`config.mk`:
```
export PLATFORM = sky130hd
export DESIGN_NAME = trng_sampler
export DESIGN_NICKNAME = d
export VERILOG_FILES = /design/src/rtl/trng_sampler.sv
export SDC_FILE = /design/constraint.sdc
export NUM_CORES = 1
export LEC_CHECK = 0
export CORE_UTILIZATION = 50
export CTS_CLUSTER_SIZE = 24
export DETAILED_ROUTE_END_ITERATION = 7
export PLACE_DENSITY_LB_ADDON = 0.05
export SYNTH_ARGS = -nofsm -noshare
export SYNTH_HDL_FRONTEND = slang
export SYNTH_SLANG_ARGS = --single-unit
export TNS_END_PERCENT = 50
```
`constraint.sdc`:
```
create_clock -name clk_i -period 3 [get_ports clk_i]
set_clock_uncertainty 0.05 [all_clocks]
set_input_delay 0.6 -clock clk_i [delete_from_list [all_inputs] [get_ports clk_i]]
set_output_delay 0.6 -clock clk_i [all_outputs]
set_load 0.05 [all_outputs]
```
`src/rtl/trng_sampler.sv`:
```
// trng_sampler: synchronizes a ring-oscillator bit, decimates it, optionally
// von Neumann debiases it, packs words LSB-first and runs a repetition-count test.
//
// state  | meaning
// IDLE   | sampler stopped; partial word, pair bit and RCT count held at zero
// WAIT_A | waiting for a strobe (every bit when VN off, first bit of a pair when on)
// WAIT_B | waiting for the strobe carrying the second bit of a VN pair
module trng_sampler #(
   parameter int WIDTH = 32,
   parameter int DIV_W = 8,
   parameter int RCT_W = 6
) (
   input  logic             clk_i,
   input  logic             rst_ni,
   input  logic             raw_i,
   input  logic             enable_i,
   input  logic [DIV_W-1:0] div_i,
   input  logic             vn_en_i,
   input  logic [RCT_W-1:0] rct_thresh_i,
   input  logic             clr_i,
   output logic [WIDTH-1:0] data_o,
   output logic             valid_o,
   input  logic             ready_i,
   output logic             overflow_o,
   output logic             rct_fail_o
);

   localparam int BW = (WIDTH > 1) ? $clog2(WIDTH) : 1;
   localparam logic [BW-1:0] LAST_BIT = BW'(WIDTH - 1);
   localparam logic [RCT_W-1:0] RCT_MAX = '1;

   typedef enum logic [1:0] {IDLE, WAIT_A, WAIT_B} state_t;

   state_t             state_q, state_d;
   logic               sync1_q, sync2_q;
   logic [DIV_W-1:0]   div_q, div_d;
   logic               vn_q, vn_d;
   logic [DIV_W-1:0]   cnt_q, cnt_d;
   logic               a_q, a_d;
   logic [BW-1:0]      bitcnt_q, bitcnt_d;
   logic [WIDTH-1:0]   word_q, word_d;
   logic [WIDTH-1:0]   data_q, data_d;
   logic               valid_q, valid_d;
   logic               ovf_q, ovf_d;
   logic [RCT_W-1:0]   rct_q, rct_d;
   logic               prev_q, prev_d;
   logic               rctf_q, rctf_d;

   logic               s;
   logic               strobe;
   logic               emit;
   logic               emit_bit;
   logic               word_full;
   logic [WIDTH-1:0]   new_word;
   logic [RCT_W-1:0]   rct_next;
   logic               ovf_set;
   logic               rctf_set;

   assign s = sync2_q;

   always_ff @(posedge clk_i or negedge rst_ni) begin
      if (!rst_ni) begin
         sync1_q <= 1'b0;
         sync2_q <= 1'b0;
      end else begin
         sync1_q <= raw_i;
         sync2_q <= sync1_q;
      end
   end

   always_ff @(posedge clk_i or negedge rst_ni) begin
      if (!rst_ni) begin
         state_q  <= IDLE;
         div_q    <= '0;
         vn_q     <= 1'b0;
         cnt_q    <= '0;
         a_q      <= 1'b0;
         bitcnt_q <= '0;
         word_q   <= '0;
         data_q   <= '0;
         valid_q  <= 1'b0;
         ovf_q    <= 1'b0;
         rct_q    <= '0;
         prev_q   <= 1'b0;
         rctf_q   <= 1'b0;
      end else begin
         state_q  <= state_d;
         div_q    <= div_d;
         vn_q     <= vn_d;
         cnt_q    <= cnt_d;
         a_q      <= a_d;
         bitcnt_q <= bitcnt_d;
         word_q   <= word_d;
         data_q   <= data_d;
         valid_q  <= valid_d;
         ovf_q    <= ovf_d;
         rct_q    <= rct_d;
         prev_q   <= prev_d;
         rctf_q   <= rctf_d;
      end
   end

   always_comb begin
      state_d   = state_q;
      div_d     = div_q;
      vn_d      = vn_q;
      cnt_d     = cnt_q;
      a_d       = a_q;
      bitcnt_d  = bitcnt_q;
      word_d    = word_q;
      data_d    = data_q;
      valid_d   = valid_q;
      rct_d     = rct_q;
      prev_d    = prev_q;
      strobe    = 1'b0;
      emit      = 1'b0;
      emit_bit  = 1'b0;
      word_full = 1'b0;
      new_word  = word_q;
      rct_next  = rct_q;
      ovf_set   = 1'b0;
      rctf_set  = 1'b0;

      case (state_q)
         IDLE: begin
            cnt_d    = '0;
            bitcnt_d = '0;
            word_d   = '0;
            a_d      = 1'b0;
            rct_d    = '0;
            prev_d   = 1'b0;
            if (enable_i) begin
               state_d = WAIT_A;
               div_d   = div_i;
               vn_d    = vn_en_i;
            end
         end
         default: begin
            if (!enable_i) begin
               state_d = IDLE;
               cnt_d   = '0;
            end else begin
               strobe = (cnt_q == div_q);
               cnt_d  = strobe ? '0 : cnt_q + DIV_W'(1);
            end
         end
      endcase

      if (strobe) begin
         if (!vn_q) begin
            emit     = 1'b1;
            emit_bit = s;
         end else if (state_q == WAIT_A) begin
            a_d     = s;
            state_d = WAIT_B;
         end else begin
            emit     = (s != a_q);
            emit_bit = a_q;
            state_d  = WAIT_A;
         end

         // Health test sees raw decimated samples, before debiasing.
         if (rct_q == '0 || s != prev_q)
            rct_next = RCT_MAX & RCT_W'(1);
         else if (rct_q != RCT_MAX)
            rct_next = rct_q + RCT_W'(1);
         rct_d    = rct_next;
         prev_d   = s;
         rctf_set = (rct_thresh_i != '0) && (rct_next == rct_thresh_i);
      end

      if (emit) begin
         new_word[bitcnt_q] = emit_bit;
         if (bitcnt_q == LAST_BIT) begin
            word_full = 1'b1;
            bitcnt_d  = '0;
            word_d    = '0;
         end else begin
            bitcnt_d = bitcnt_q + BW'(1);
            word_d   = new_word;
         end
      end

      if (valid_q && ready_i)
         valid_d = 1'b0;
      if (word_full) begin
         if (!valid_q || ready_i) begin
            data_d  = new_word;
            valid_d = 1'b1;
         end else begin
            ovf_set = 1'b1;
         end
      end

      if (clr_i)
         rct_d = '0;
      ovf_d  = clr_i ? 1'b0 : (ovf_q | ovf_set);
      rctf_d = clr_i ? 1'b0 : (rctf_q | rctf_set);
   end

   assign data_o     = data_q;
   assign valid_o    = valid_q;
   assign overflow_o = ovf_q;
   assign rct_fail_o = rctf_q;

endmodule
```
# After elaboration in Yosys (flattened, before gate mapping)
# Index checks and enable logic that the tools add are counted.
totals:
  ff_bits: 101
  output_inout_bits: 35
  wordCells: 92
op_classes:
  n_addsub: 3
  n_lt_le_gt_ge: 2
  n_eq_ne: 7
  muxes: 49
  n_bitwise: 2
  n_reduce_logical: 14
ops:
  columns: ["op", "count"]
  rows:
  - ["two-way mux 32 bit", 4]
  - ["two-way mux 6 bit", 6]
  - ["bitwise mux 32 bit", 1]
  - ["two-way mux 1 bit", 25]
  - ["two-way mux 8 bit", 3]
  - ["two-way mux 5 bit", 3]
  - ["two-way mux 2 bit", 6]
  - ["adder 8 x 1 -> 8 bit, second input constant", 1]
  - ["== test 8 bit", 1]
  - ["adder 6 x 1 -> 6 bit, second input constant", 1]
  - ["== test 6 bit", 1]
  - ["logical NOT 6 bit", 1]
  - ["< comparator 5 x 6 -> 1 bit, second input constant", 1]
  - ["inequality test 6 bit, second input constant", 1]
  - ["nonzero test 6 bit", 1]
  - ["adder 5 x 1 -> 5 bit, second input constant", 1]
  - ["demux 1 bit (select 5 bit)", 1]
  - ["== test 5 bit, second input constant", 1]
  - ["greater-or-equal comparator 5 x 1 -> 1 bit, second input constant", 1]
  - ["AND reduction 2 bit", 2]
  - ["nonzero test 2 bit", 2]
  - ["logical AND 1 bit", 3]
  - ["nonzero test 3 bit", 1]
  - ["== test 2 x 1 -> 1 bit, second input constant", 1]
  - ["other kinds (5)", 8]

# Longest topological paths before layout
depth:
  word_depth: 9
  ltp_mapped: 8
  mapped_depth_nobuf: 8

# Worst setup path after synthesis
# Ideal clock, no wire load.
synth_path:
  kind: "reg-to-reg"
  start: "register cnt_q[0]"
  end: "register word_q[31]"
  setup_time_ns: 0.080
  arrival_time_ns: 1.970
  required_time_ns: 2.870
  path_slack_ns: 0.900
  path_stages_with_launch: 9
  period_less_slack_ns: 2.100
  cell_sequence: "dfrtp_1 -> xnor2_2 -> nand4_2 -> or3_1 -> buf_6 -> nor3_4 -> buf_4 -> a21oi_2 -> o22ai_2"
synth_via:
  elab_chain_len: 7
  word_cells_on_any_way: 9
  cone_classes: "1 x eq/ne; 7 x mux; 1 x reduce/logical"
synth_rtl:
  columns: ["element", "line_no", "source"]
  rows:
  - ["start: declaration", "38", "logic [DIV_W-1:0] cnt_q, cnt_d;"]
  - ["start signal: assignment", "90", "cnt_q <= cnt_d;"]
  - ["== test 8 bit *", "143", "strobe = (cnt_q == div_q);"]
  - ["two-way mux 1 bit *", "139", "if (!enable_i) begin"]
  - ["two-way mux 1 bit *", "124", "case (state_q)"]
  - ["two-way mux 1 bit", "149", "if (strobe) begin"]
  - ["bitwise mux 32 bit", "173", "new_word[bitcnt_q] = emit_bit;"]
  - ["two-way mux 32 bit", "174", "if (bitcnt_q == LAST_BIT) begin"]
  - ["two-way mux 32 bit", "172", "if (emit) begin"]
  - ["end signal: assignment", "93", "word_q <= word_d;"]
  - ["end: declaration", "41", "logic [WIDTH-1:0] word_q, word_d;"]
# Mark *: on every way between the ends. The rest lies on a longest branch, timed or not.
# A chain may end at the register's enable or synchronous reset.

# Worst setup path in the final report
layout_path:
  start: "input port enable_i"
  end: "register data_q[10], in the netlist data_o[10]"
layout_via:
  elab_chain_len: 5
  word_cells_on_any_way: 8
  cone_classes: "7 x mux; 1 x reduce/logical"
layout_rtl:
  columns: ["element", "line_no", "source"]
  rows:
  - ["start: declaration", "16", "input logic enable_i,"]
  - ["two-way mux 1 bit *", "139", null]
  - ["two-way mux 1 bit *", "124", null]
  - ["two-way mux 1 bit", "149", null]
  - ["bitwise mux 32 bit or two-way mux 1 bit (tied branches)", "173, 172", null]
  - ["two-way mux 32 bit or AND reduction 2 bit (tied branches)", null, null]
  - ["end signal: assignment", "94", "data_q <= data_d;"]
  - ["end: declaration", "42", "logic [WIDTH-1:0] data_q, data_d;"]
# Marked as above.

==> metrics.txt <==
# TYPE chip_impl_metric gauge
chip_impl_metric{name="route.detailed.drc",unit=""} 0
chip_impl_metric{name="worstSkewPairLatency",unit="ns"} 0.37
chip_impl_metric{name="antenna_violations_before_repair",unit=""} 0
chip_impl_info{name="tritoncts",value="yes"} 1
chip_impl_metric{name="detailed_route_wl",unit="um"} 11170
chip_impl_metric{name="cts_setup_buffers",unit=""} 0
chip_impl_info{name="critical_path.endpoint_type",value="flop"} 1
chip_impl_metric{name="initial_cell_density_of_the_core",unit="%"} 52.17
chip_impl_metric{name="synthesis.instances",unit=""} 540
chip_impl_metric{name="grt-ovfl-total",unit=""} 0
chip_impl_metric{name="layout_worst_path_cycle_share",unit="%"} 79.47
chip_impl_info{name="synth_top_flop_cell",value="dfrtp_1"} 1
chip_impl_metric{name="maxSlewViolCount",unit=""} 0
chip_impl_info{name="yosys.cell_count.top_type",value="dfrtp_1"} 1
chip_impl_metric{name="detail_route.wl_per_cell",unit="um"} 15.34
chip_impl_metric{name="worst-endpoint-arrival",unit="ns"} 2.57
chip_impl_metric{name="finish.net_count",unit=""} 618
chip_impl_metric{name="area_delta_synth_final",unit="%"} 15.57
chip_impl_metric{name="die_height",unit="um"} 106.3
chip_impl_metric{name="cp_max_fo",unit=""} 30
chip_impl_metric{name="final_standard_cell_utilization_of_the_core",unit="%"} 60.29
chip_impl_metric{name="port_buffers",unit=""} 55
chip_impl_metric{name="asr_flop_ratio_synth",unit="%"} 100.0
chip_impl_metric{name="max-slew-margin-rel",unit="%"} 40.47
chip_impl_metric{name="yosysSeqAreaShare",unit="%"} 46.51
chip_impl_metric{name="detailed_place_hpwl",unit="um"} 7736
chip_impl_metric{name="die_w",unit="um"} 106.3
chip_impl_metric{name="postLayoutSetupSlackWorst",unit="ns"} 0.6160
chip_impl_metric{name="achievable-frequency",unit="GHz"} 0.4195
chip_impl_metric{name="n_antenna_cell",unit=""} 0
chip_impl_metric{name="routed_vias_inst",unit=""} 5.522
chip_impl_metric{name="grt_start_max_net_pins",unit=""} 66
chip_impl_metric{name="layout-drive-gt1-share",unit="%"} 15.37
chip_impl_metric{name="finalSetupTns",unit="ns"} 0
chip_impl_metric{name="share_of_yosys_cell_area_claimed_by_the_top_area_cell_type",unit="%"} 46.51
chip_impl_metric{name="yosys_register_bits",unit=""} 101
chip_impl_info{name="synth.area.top_cells",value="dfrtp_1 47%, mux2i_1 5.5%, o22ai_2 4.6%"} 1
chip_impl_info{name="min-delay-path-class",value="primary input to asynchronous set/reset pin"} 1
chip_impl_metric{name="fp-row-count",unit=""} 37
chip_impl_metric{name="final_period_minus_worst_setup_slack",unit="ns"} 2.384
chip_impl_info{name="root_buffer",value="clkbuf_8"} 1
chip_impl_metric{name="cts_hold_repair.buffers",unit=""} 0
chip_impl_metric{name="synth_warnings",unit=""} 0
chip_impl_metric{name="post_cts.resized_instances",unit=""} 0
chip_impl_metric{name="syn_area",unit="um2"} 5434
chip_impl_info{name="crit_path_start_kind",value="primary input"} 1
chip_impl_metric{name="setup_slack_placement",unit="ns"} 0.2196
chip_impl_metric{name="grt_pass1_wl",unit="um"} 19380
chip_impl_metric{name="clkTransAtPathRegs",unit="ns"} 0.09
chip_impl_metric{name="powerDensity",unit="nW/um2"} 389.7
chip_impl_metric{name="ant_nets",unit=""} 0
chip_impl_metric{name="crit_required",unit="ns"} 3.19
chip_impl_metric{name="hold_viol",unit=""} 0
chip_impl_info{name="synth.cells.most_frequent",value="101 x dfrtp_1, 58 x nand2_1, 40 x o21ai_0"} 1
chip_impl_metric{name="vias",unit=""} 4020
chip_impl_metric{name="worstMarginPinSlew",unit="ns"} 0.8877
chip_impl_metric{name="number_of_enable_flip_flop_cells_after_synthesis",unit=""} 0
chip_impl_metric{name="gp_routability_congestion",unit=""} 0.8261
chip_impl_metric{name="setup_viols_final",unit=""} 0
chip_impl_metric{name="ctsHtreeMaxLevel",unit=""} 3
chip_impl_metric{name="drt_iter0_markers",unit=""} 189
chip_impl_info{name="rsz0062_at_grt",value="no"} 1
chip_impl_metric{name="yosys.cell_types.count",unit=""} 58
chip_impl_metric{name="numCtsBuffers",unit=""} 9
chip_impl_metric{name="post_synth.cell_area_avg",unit="um2"} 10.06
chip_impl_info{name="run_status",value="finished, final reports clean"} 1
chip_impl_metric{name="firstDrtPassIters",unit=""} 5
chip_impl_info{name="yosysTopAreaCell",value="dfrtp_1"} 1
chip_impl_metric{name="post_synthesis_net_count",unit=""} 569
chip_impl_metric{name="fp.dieArea",unit="um2"} 11290
chip_impl_metric{name="vdd_drop_max",unit="uV"} 303.2
chip_impl_metric{name="number_of_max_cap_violations",unit=""} 0
chip_impl_metric{name="track_usage",unit="%"} 21.68
chip_impl_info{name="timing.setup.critical_path_class",value="primary input to flop"} 1
chip_impl_metric{name="cts.path.max_buffers",unit=""} 2
chip_impl_metric{name="first_global_vias",unit=""} 3951
chip_impl_metric{name="numClockSinks",unit=""} 101
chip_impl_metric{name="static-leakage-power",unit="uW"} 0.002628
chip_impl_metric{name="boundaryPins",unit=""} 56
chip_impl_metric{name="core_region_area",unit="um2"} 10420
## flip-flops by register name, indices dropped and copies added, names as in the netlist
| register | count |
|---|---|
| overflow_o | 1 |
| a_q | 1 |
| rct_q | 6 |
| cnt_q | 8 |
| valid_o | 1 |
| sync1_q | 1 |
| div_q | 8 |
| bitcnt_q | 5 |
| state_q | 2 |
| word_q | 32 |
| prev_q | 1 |
| s | 1 |
| data_o | 32 |
| rct_fail_o | 1 |
| vn_q | 1 |
## worst paths after layout
check | startpoint | end | slack, ns | depth (start not counted)
worst max-delay path | enable_i | data_o[10] | 0.62 | 7
worst max register to register | state_q[0] | data_o[10] | 0.62 | 7
min in group clk_i | sync1_q | s | 0.31 | 0
max in group asynchronous | rst_ni | word_q[19] | 1.85 | 2
worst min-delay path | rst_ni | rct_q[2] | 0.27 | 1
worst min register to register | sync1_q | s | 0.31 | 0
## power by group
| group | leakage [uW] | switching [uW] | total (uW) | internal [uW] |
|---|---|---|---|---|
| clock network | 0.0000902 | 463 | 861 | 398 |
| logic | 0.00119 | 93.7 | 180 | 86.4 |
| registers | 0.00135 | 22.5 | 1410 | 1380 |
## layout by cell type, fill, tap and decap left out, drive strengths merged, types with 2 or more instances in the layout
master	netlist	final
a21boi	7	7
a21oi	40	40
a22o	9	9
a311oi	6	6
a31oi	3	3
and2	7	7
and3	6	6
buf	14	14
clkbuf	16	10
clkdlybuf4s50	0	54
clkinvlp	0	2
dfrtp	101	101
ha	8	8
inv	37	37
mux2	10	10
mux2i	30	30
nand2	59	59
nand2b	6	6
nand3	24	24
nand3b	3	3
nor2	21	21
nor2b	9	9
nor3	10	10
o21a	2	2
o21ai	44	44
o22ai	25	25
o41ai	2	2
or2	2	2
or3	3	3
xnor2	12	12
xor2	9	9
## cell families (layout without fill, tap and decap cells)
logic type	after synthesis	in the layout	share of synthesized area, %
compound gates	148	148	20.40
simple gates	155	155	14.53
xor+xnor	21	21	3.661
flops	101	101	46.51
mux	40	40	7.599
buf+inv	67	119	5.457
fa+ha+maj	8	8	1.842
## layout make-up
cell class	count	area, um2
fill	916	4136
multi-input combinational	372	2610
sequential	101	2527
timing repair buffer	68	645.6
tap	136	170.2
inverter	37	138.9
clock buffer	10	137.6
clock inverter	4	50.05
## routing by layer
layer	global-route usage [%]	up-vias	share of wire (%)
li1	-	1989	-
met1	31.01	1945	50
met2	34.09	77	46
met3	3.495	9	3.2
met4	5.952	0	1.1
met5	0	-	0
## critical path: stages
cell             delay [ns]
clkdlybuf4s50_1        0.48
o2111ai_1              0.14
nor4_2                 0.23
buf_4                  0.28
nand3_4                0.31
a311oi_1               0.46
a21oi_1                0.07
## through the flow
| step | hold slack (ns) | instance area [um2] | power (uW) | instances |
|---|---|---|---|---|
| floorplan | 0.2544 | 5434 | 1534 | 540 |
| global placement | 0.2950 | 6092 | 1612 | 714 |
| finish | 0.2688 | 6280 | 2447 | 728 |
| CTS | 0.3000 | 6280 | 2471 | 728 |
| detailed placement | 0.2895 | 6092 | 1618 | 714 |
| global route | 0.3316 | 6280 | 2550 | 728 |
No activity file was read; power rests on OpenSTA's default activity.
